## src/rtl/memory_arbiter.sv

```systemverilog
// Two-to-one arbiter sharing one single-ported memory between instruction fetch and data ports.
// Registered request onto the shared port, one-cycle acks, and a watchdog that aborts hung accesses.
module memory_arbiter #(
   parameter int ADDR_WIDTH     = 32,
   parameter int DATA_WIDTH     = 32,
   parameter int DATA_PRIORITY  = 0,
   parameter int TIMEOUT_CYCLES = 255
) (
   input  logic                    clk,
   input  logic                    reset_n,
   input  logic                    i_req,
   input  logic [ADDR_WIDTH-1:0]   i_addr,
   output logic [DATA_WIDTH-1:0]   i_rdata,
   output logic                    i_ack,
   input  logic                    d_req,
   input  logic                    d_we,
   input  logic [ADDR_WIDTH-1:0]   d_addr,
   input  logic [DATA_WIDTH-1:0]   d_wdata,
   input  logic [DATA_WIDTH/8-1:0] d_wstrb,
   output logic [DATA_WIDTH-1:0]   d_rdata,
   output logic                    d_ack,
   output logic                    mem_req,
   output logic                    mem_we,
   output logic [ADDR_WIDTH-1:0]   mem_addr,
   output logic [DATA_WIDTH-1:0]   mem_wdata,
   output logic [DATA_WIDTH/8-1:0] mem_wstrb,
   input  logic [DATA_WIDTH-1:0]   mem_rdata,
   input  logic                    mem_ack,
   output logic                    timeout_err
);
   localparam int SW = DATA_WIDTH / 8;
   localparam int CW = (TIMEOUT_CYCLES > 0) ? $clog2(TIMEOUT_CYCLES + 1) : 1;
   localparam logic [CW-1:0]         TO_LIMIT   = CW'(TIMEOUT_CYCLES);
   localparam logic [DATA_WIDTH-1:0] ABORT_DATA = DATA_WIDTH'(32'hDEADBEEF);

   typedef enum logic [1:0] {IDLE, BUSY_I, BUSY_D} state_t;

   state_t                  state_q;
   logic                    mem_req_q, mem_we_q;
   logic [ADDR_WIDTH-1:0]   mem_addr_q;
   logic [DATA_WIDTH-1:0]   mem_wdata_q;
   logic [SW-1:0]           mem_wstrb_q;
   logic [DATA_WIDTH-1:0]   i_rdata_q, d_rdata_q;
   logic                    i_ack_q, d_ack_q, timeout_err_q;
   logic                    last_d_q;
   logic [CW-1:0]           wdog_q;

   logic i_elig, d_elig, grant_i, grant_d, wdog_expired;

   // A port whose ack is high this cycle just finished, so it cannot be re-granted yet.
   always_comb begin
      i_elig  = i_req & ~i_ack_q;
      d_elig  = d_req & ~d_ack_q;
      grant_i = 1'b0;
      grant_d = 1'b0;
      if (i_elig && d_elig) begin
         if ((DATA_PRIORITY != 0) || !last_d_q) grant_d = 1'b1;
         else                                   grant_i = 1'b1;
      end else begin
         grant_i = i_elig;
         grant_d = d_elig;
      end
      wdog_expired = (TIMEOUT_CYCLES != 0) && (wdog_q == TO_LIMIT);
   end

   always_ff @(posedge clk or negedge reset_n) begin
      if (!reset_n) begin
         state_q       <= IDLE;
         mem_req_q     <= 1'b0;
         mem_we_q      <= 1'b0;
         mem_addr_q    <= '0;
         mem_wdata_q   <= '0;
         mem_wstrb_q   <= '0;
         i_rdata_q     <= '0;
         d_rdata_q     <= '0;
         i_ack_q       <= 1'b0;
         d_ack_q       <= 1'b0;
         timeout_err_q <= 1'b0;
         last_d_q      <= 1'b1;
         wdog_q        <= '0;
      end else begin
         i_ack_q       <= 1'b0;
         d_ack_q       <= 1'b0;
         timeout_err_q <= 1'b0;
         case (state_q)
            IDLE: begin
               if (grant_i) begin
                  mem_req_q   <= 1'b1;
                  mem_we_q    <= 1'b0;
                  mem_addr_q  <= i_addr;
                  mem_wdata_q <= '0;
                  mem_wstrb_q <= '0;
                  last_d_q    <= 1'b0;
                  wdog_q      <= '0;
                  state_q     <= BUSY_I;
               end else if (grant_d) begin
                  mem_req_q   <= 1'b1;
                  mem_we_q    <= d_we;
                  mem_addr_q  <= d_addr;
                  mem_wdata_q <= d_wdata;
                  mem_wstrb_q <= d_we ? d_wstrb : '0;
                  last_d_q    <= 1'b1;
                  wdog_q      <= '0;
                  state_q     <= BUSY_D;
               end
            end
            BUSY_I, BUSY_D: begin
               // A real ack wins over a watchdog expiring in the same cycle.
               if (mem_ack) begin
                  mem_req_q <= 1'b0;
                  state_q   <= IDLE;
                  if (state_q == BUSY_I) begin
                     i_ack_q   <= 1'b1;
                     i_rdata_q <= mem_rdata;
                  end else begin
                     d_ack_q <= 1'b1;
                     if (!mem_we_q) d_rdata_q <= mem_rdata;
                  end
               end else if (wdog_expired) begin
                  mem_req_q     <= 1'b0;
                  timeout_err_q <= 1'b1;
                  state_q       <= IDLE;
                  if (state_q == BUSY_I) begin
                     i_ack_q   <= 1'b1;
                     i_rdata_q <= ABORT_DATA;
                  end else begin
                     d_ack_q   <= 1'b1;
                     d_rdata_q <= ABORT_DATA;
                  end
               end else begin
                  wdog_q <= wdog_q + 1'b1;
               end
            end
            default: state_q <= IDLE;
         endcase
      end
   end

   assign mem_req     = mem_req_q;
   assign mem_we      = mem_we_q;
   assign mem_addr    = mem_addr_q;
   assign mem_wdata   = mem_wdata_q;
   assign mem_wstrb   = mem_wstrb_q;
   assign i_rdata     = i_rdata_q;
   assign d_rdata     = d_rdata_q;
   assign i_ack       = i_ack_q;
   assign d_ack       = d_ack_q;
   assign timeout_err = timeout_err_q;

endmodule

```

## config.mk

```make
export PLATFORM = sky130hd
export DESIGN_NAME = memory_arbiter
export DESIGN_NICKNAME = d
export VERILOG_FILES = /design/src/rtl/memory_arbiter.sv
export SDC_FILE = /design/constraint.sdc
export NUM_CORES = 1
export LEC_CHECK = 0
export ABC_AREA = 1
export ABC_CLOCK_PERIOD_IN_PS = 3300
export CORE_MARGIN = 2
export CORE_UTILIZATION = 47
export DETAILED_ROUTE_END_ITERATION = 8
export PLACE_DENSITY = 0.87
export SYNTH_ARGS = -nofsm -noshare
export SYNTH_HDL_FRONTEND = slang
export SYNTH_SLANG_ARGS = --single-unit
```

## constraint.sdc

```tcl
create_clock -name clk -period 3.3 [get_ports clk]
set_clock_uncertainty 0.2 [all_clocks]
set_input_delay 0.825 -clock clk [delete_from_list [all_inputs] [get_ports clk]]
set_output_delay 0.825 -clock clk [all_outputs]
set_load 0.1 [all_outputs]
```

* Yosys cells after proc, flatten, opt, wreduce, memory -nomap -nowiden
Cells that the tools add are included.
Cells by class: muxes and demuxes 49, bitwise gates (word level) 5, add/subtract/negate cells 1, equality and inequality tests 8, reduce and logical (&&, ||, !) cells 12
Operators with widths (count):
- 32-bit two-way mux | 13
- 8-bit two-way mux | 4
- 1-bit two-way mux | 22
- 8-bit case mux with 2 select lines | 1
- 4-bit two-way mux | 3
- 8-bit by 1-bit adder with 8-bit output, second input constant | 1
- 8-bit == test, second input constant | 1
- 2-bit two-way mux | 4
- 4-bit AND reduction | 2
- 2-bit inequality test, second input constant | 3
- 3-bit inequality test, second input constant | 2
- 3-bit AND reduction | 2
- 2-bit nonzero test | 3
- 2-bit case mux with 2 select lines | 1
- 2-bit AND reduction | 2
- 1-bit NOT | 3
- 1-bit AND | 2
- 2-bit by 1-bit == test with 1-bit output, second input constant | 1
- 2-bit == test, second input constant | 1
- 2-bit logical NOT | 1
- 1-bit case mux with 2 select lines | 1
- 2-bit OR reduction | 1
- 1-bit logical AND | 1
Storage, ports and cells: output and inout port bits 137, bits of input ports 138, word-level logic and storage cells 88, bits in registers 148

* Depth between registers and ports, before layout
depth after elaboration 7, gate-level depth with buffers 9, mapped depth without buffers 8

* Worst setup path before layout
Ideal clock, no wire load.
path kind register to register, start point register d_ack_q (netlist: d_ack), end point register mem_addr_q[10] (netlist: mem_addr[10]), data required time 3.030 ns, path buffers 2, cell stages (with the launch flop) 9, library setup time 0.070 ns, path slack 1.110 ns, period minus slack after synthesis 2.190 ns, arrival 1.920 ns, path through dfrtp_1 > inv_1 > nand2_1 > nand2_1 > nand2_1 > buf_2 > clkbuf_1 > nand2_1 > nand3_1
On the way: longest elaborated chain between the ends 6, elaborated cells between the ends (all ways) 8, those cells by class mux (3); bitwise (2); reduce/logical (3)
Ends and longest elaborated chain:
- from (decl) | line 44 | logic i_ack_q, d_ack_q, timeout_err_q;
- from (signal assigned) | line 77 | d_ack_q <= 1'b0;
- from (signal assigned) | line 83 | d_ack_q <= 1'b0;
- from (signal assigned) | line 116 | d_ack_q <= 1'b1;
- 1-bit NOT (*) | line 53 | d_elig = d_req & ~d_ack_q;
- 1-bit AND (*) | line 53
- 1-bit logical AND | line 56 | if (i_elig && d_elig) begin
- 1-bit two-way mux | line 56
- 2-bit nonzero test (no source line)
- 2-bit AND reduction (no source line)
- to (signal assigned) | line 90 | mem_addr_q <= i_addr;
- to (signal assigned) | line 99 | mem_addr_q <= d_addr;
- to (decl) | line 40 | logic [ADDR_WIDTH-1:0] mem_addr_q;
Mark *: on every way between the ends. The rest lies on a longest branch, timed or not. A chain may end at the register's enable or synchronous reset.

* Worst setup path in the final report
start point input i_req, end point register mem_wstrb_q[2] (netlist: mem_wstrb[2])
On the way: longest elaborated chain between the ends 5, elaborated cells between the ends (all ways) 7, those cells by class mux (3); bitwise (1); reduce/logical (3)
Ends and longest elaborated chain:
- from (decl) | line 11 | input logic i_req,
- 1-bit AND (*) | line 52 | i_elig = i_req & ~i_ack_q;
- 1-bit logical AND | line 56
- 1-bit two-way mux | line 56
- 2-bit nonzero test (no source line)
- 2-bit AND reduction (no source line)
- to (signal assigned) | line 101 | mem_wstrb_q <= d_we ? d_wstrb : '0;
- to (decl) | line 42 | logic [SW-1:0] mem_wstrb_q;
Marked as above.

==> results_dict.tcl <==
set metrics [dict create \
    status "complete, no violations" \
    rsz0062_at_grt "false" \
    rr_endpoint "i_rdata[16]" \
    seq_area_frac_synth 0.5603 \
    cts_max_level 4 \
    drt_wl_total_um 20830 \
    syn_nets 945 \
    wl_per_cell_um 16.65 \
    place_congestion 0.8587 \
    cts_tree "yes" \
    grt_max_degree 75 \
    portBuffers 274 \
    ys_seq_elements 148 \
    final_common_cell "nand2_1" \
    nets 1198 \
    initial_core_util 0.4782 \
    antenna_found_initial 1 \
    required_ns 3.43 \
    area_growth_pct 47.06 \
    holdBufCountCts 0 \
    crit_fanout 34 \
    reg2reg_slack_ns 1.13 \
    cts_made_buffers 17 \
    critPathKind "in -> reg" \
    pre_cts_ws_ns 0.4693 \
    die_w_um 122.6 \
    ys_types 25 \
    cp.arrival_ns 2.52 \
    syn-cell-area_um2 6613 \
    clk-insertion-delay-late_ns 0.42 \
    clk_path_buf_depth 2 \
    first_iter_violations 578 \
    globalRouteTotalUtil 0.2768 \
    rows 43 \
    cap_violations 0 \
    drtPass1Iterations 8 \
    dpl_cell_area_um2 9114 \
    startpoint "i_req" \
    fin_ws_ns 0.9187 \
    drive_gt1_frac 0.1841 \
    clock-sinks 148 \
    hold_path.class "in -> async" \
    grt_pass1_wl_um 31910 \
    tns_ns 0 \
    report.final.slew_viol_count 0 \
    viasPerCell 5.277 \
    core_area_um2 13830 \
    drc 0 \
    post-route-period-util 0.7216 \
    critPathLaunchType "input pin" \
    yosysTopAreaCell "dfrtp_1" \
    synth_top_area_share 0.5563 \
    vias 6601 \
    die_y_um 122.6 \
    post_cts_buffers 0 \
    cts.clk_slew.worst_paths_ns 0.06 \
    stdcell_area_um2 9724 \
    final_cell_mix "314 x nand2_1, 150 x buf_4, 147 x dfrtp_1" \
    endpoint_kind "register" \
    ant_nets 0 \
    yosysWarningCount 0 \
    r2r_start "state_q[0]" \
    slew_headroom 0.5799 \
    dp.cells 1218 \
    io_pins 275 \
    worst_pin_slew_ns 0.6293 \
    final_cells 1251 \
    place_hpwl_um 14110 \
    reg2reg_depth 7 \
    synth_area_leaders "dfrtp_1 56%, nand2_1 18%, nand3_1 10%" \
    cts-root-buf "clkbuf_16" \
    postSynthAreaPerCell_um2 8.225 \
    fp.dieArea_um2 15030 \
    first_global_vias 6243 \
    syn_inst 804 \
    overflow 0 \
    max_freq_ghz 0.4199 \
    finalCriticalPeriod_ns 2.381 \
    hold_viol 0 \
    cts_resized 0 \
    setup_viol_count_final 0 \
]
## flip-flops by register name, indices dropped and copies added (netlist names)
register     flops
wdog_q           8
d_rdata         32
d_ack            1
i_rdata         32
timeout_err      1
state_q          2
mem_addr        32
mem_wdata       32
mem_wstrb        4
last_d_q         1
i_ack            1
mem_we           1
mem_req          1
## layout make-up
cell class,count,area (um^2)
clock buffer,17,425.4
fill,1057,4103
timing repair buffer,289,2539
clock inverter,15,182.7
sequential,148,3705
inverter,50,187.7
multi-input combinational,551,2457
tap,180,225.2
antenna,1,2.502
## critical path: stages
cell	delay [ns]
clkdlybuf4s50_1	0.45
nand2_1	0.09
nand2_1	0.12
nand2_4	0.07
inv_2	0.46
nand3_1	0.27
o21ai_0	0.22
## cell families after synthesis
group | Yosys count | synth area share
compound gates | 43 | 0.03254
xor+xnor | 3 | 0.003974
fa+ha+maj | 3 | 0.005677
buf+inv | 105 | 0.07020
flops | 148 | 0.5603
simple gates | 502 | 0.3273
## synth_stat cells
cell type and count:
nor2_2 1, nor3_1 1, clkbuf_2 1, buf_6 6, nor2_4 1, ha_1 3
xor2_1 1, nand3_1 136, nand2_1 316, xnor2_1 2, nand2_2 1, nand3_4 1
inv_2 3, nand4_1 32, nor2_1 12, buf_2 19, o21ai_0 40, dfrtp_1 147
or2_2 1, a21oi_1 2, inv_1 47, buf_1 1, dfstp_2 1, o21ai_1 1
clkbuf_1 28
## worst max-delay path by stage
stage	end	slack (ns)	depth (start not counted)
after CTS	mem_wstrb[2]	0.91	7
after detailed placement	mem_wstrb[2]	0.47	7
after global routing	mem_wstrb[1]	0.76	7
final	mem_wstrb[2]	0.92	7
after global placement	mem_wstrb[0]	0.55	7
after floorplan	mem_addr[10]	1.11	8
## metrics by stage
| step | hold slack (ns) | util |
|---|---|---|
| global route | 0.1533 | 0.7033 |
| CTS | 0.1330 | 0.7031 |
| global placement | 0.2545 | 0.6591 |
| detailed placement | 0.2595 | 0.6591 |
| floorplan | 0.2419 | - |
| finish | 0.1231 | 0.7033 |
## routing by layer
layer,share of wire,GRT usage
met1,0.37,0.3246
met4,0.031,0.1228
met5,0,0
met3,0.11,0.09991
met2,0.48,0.4569
Power is left out: the tool's default activity adds up to more than one toggle a clock period on the data nets, which glitch-free logic cannot reach.
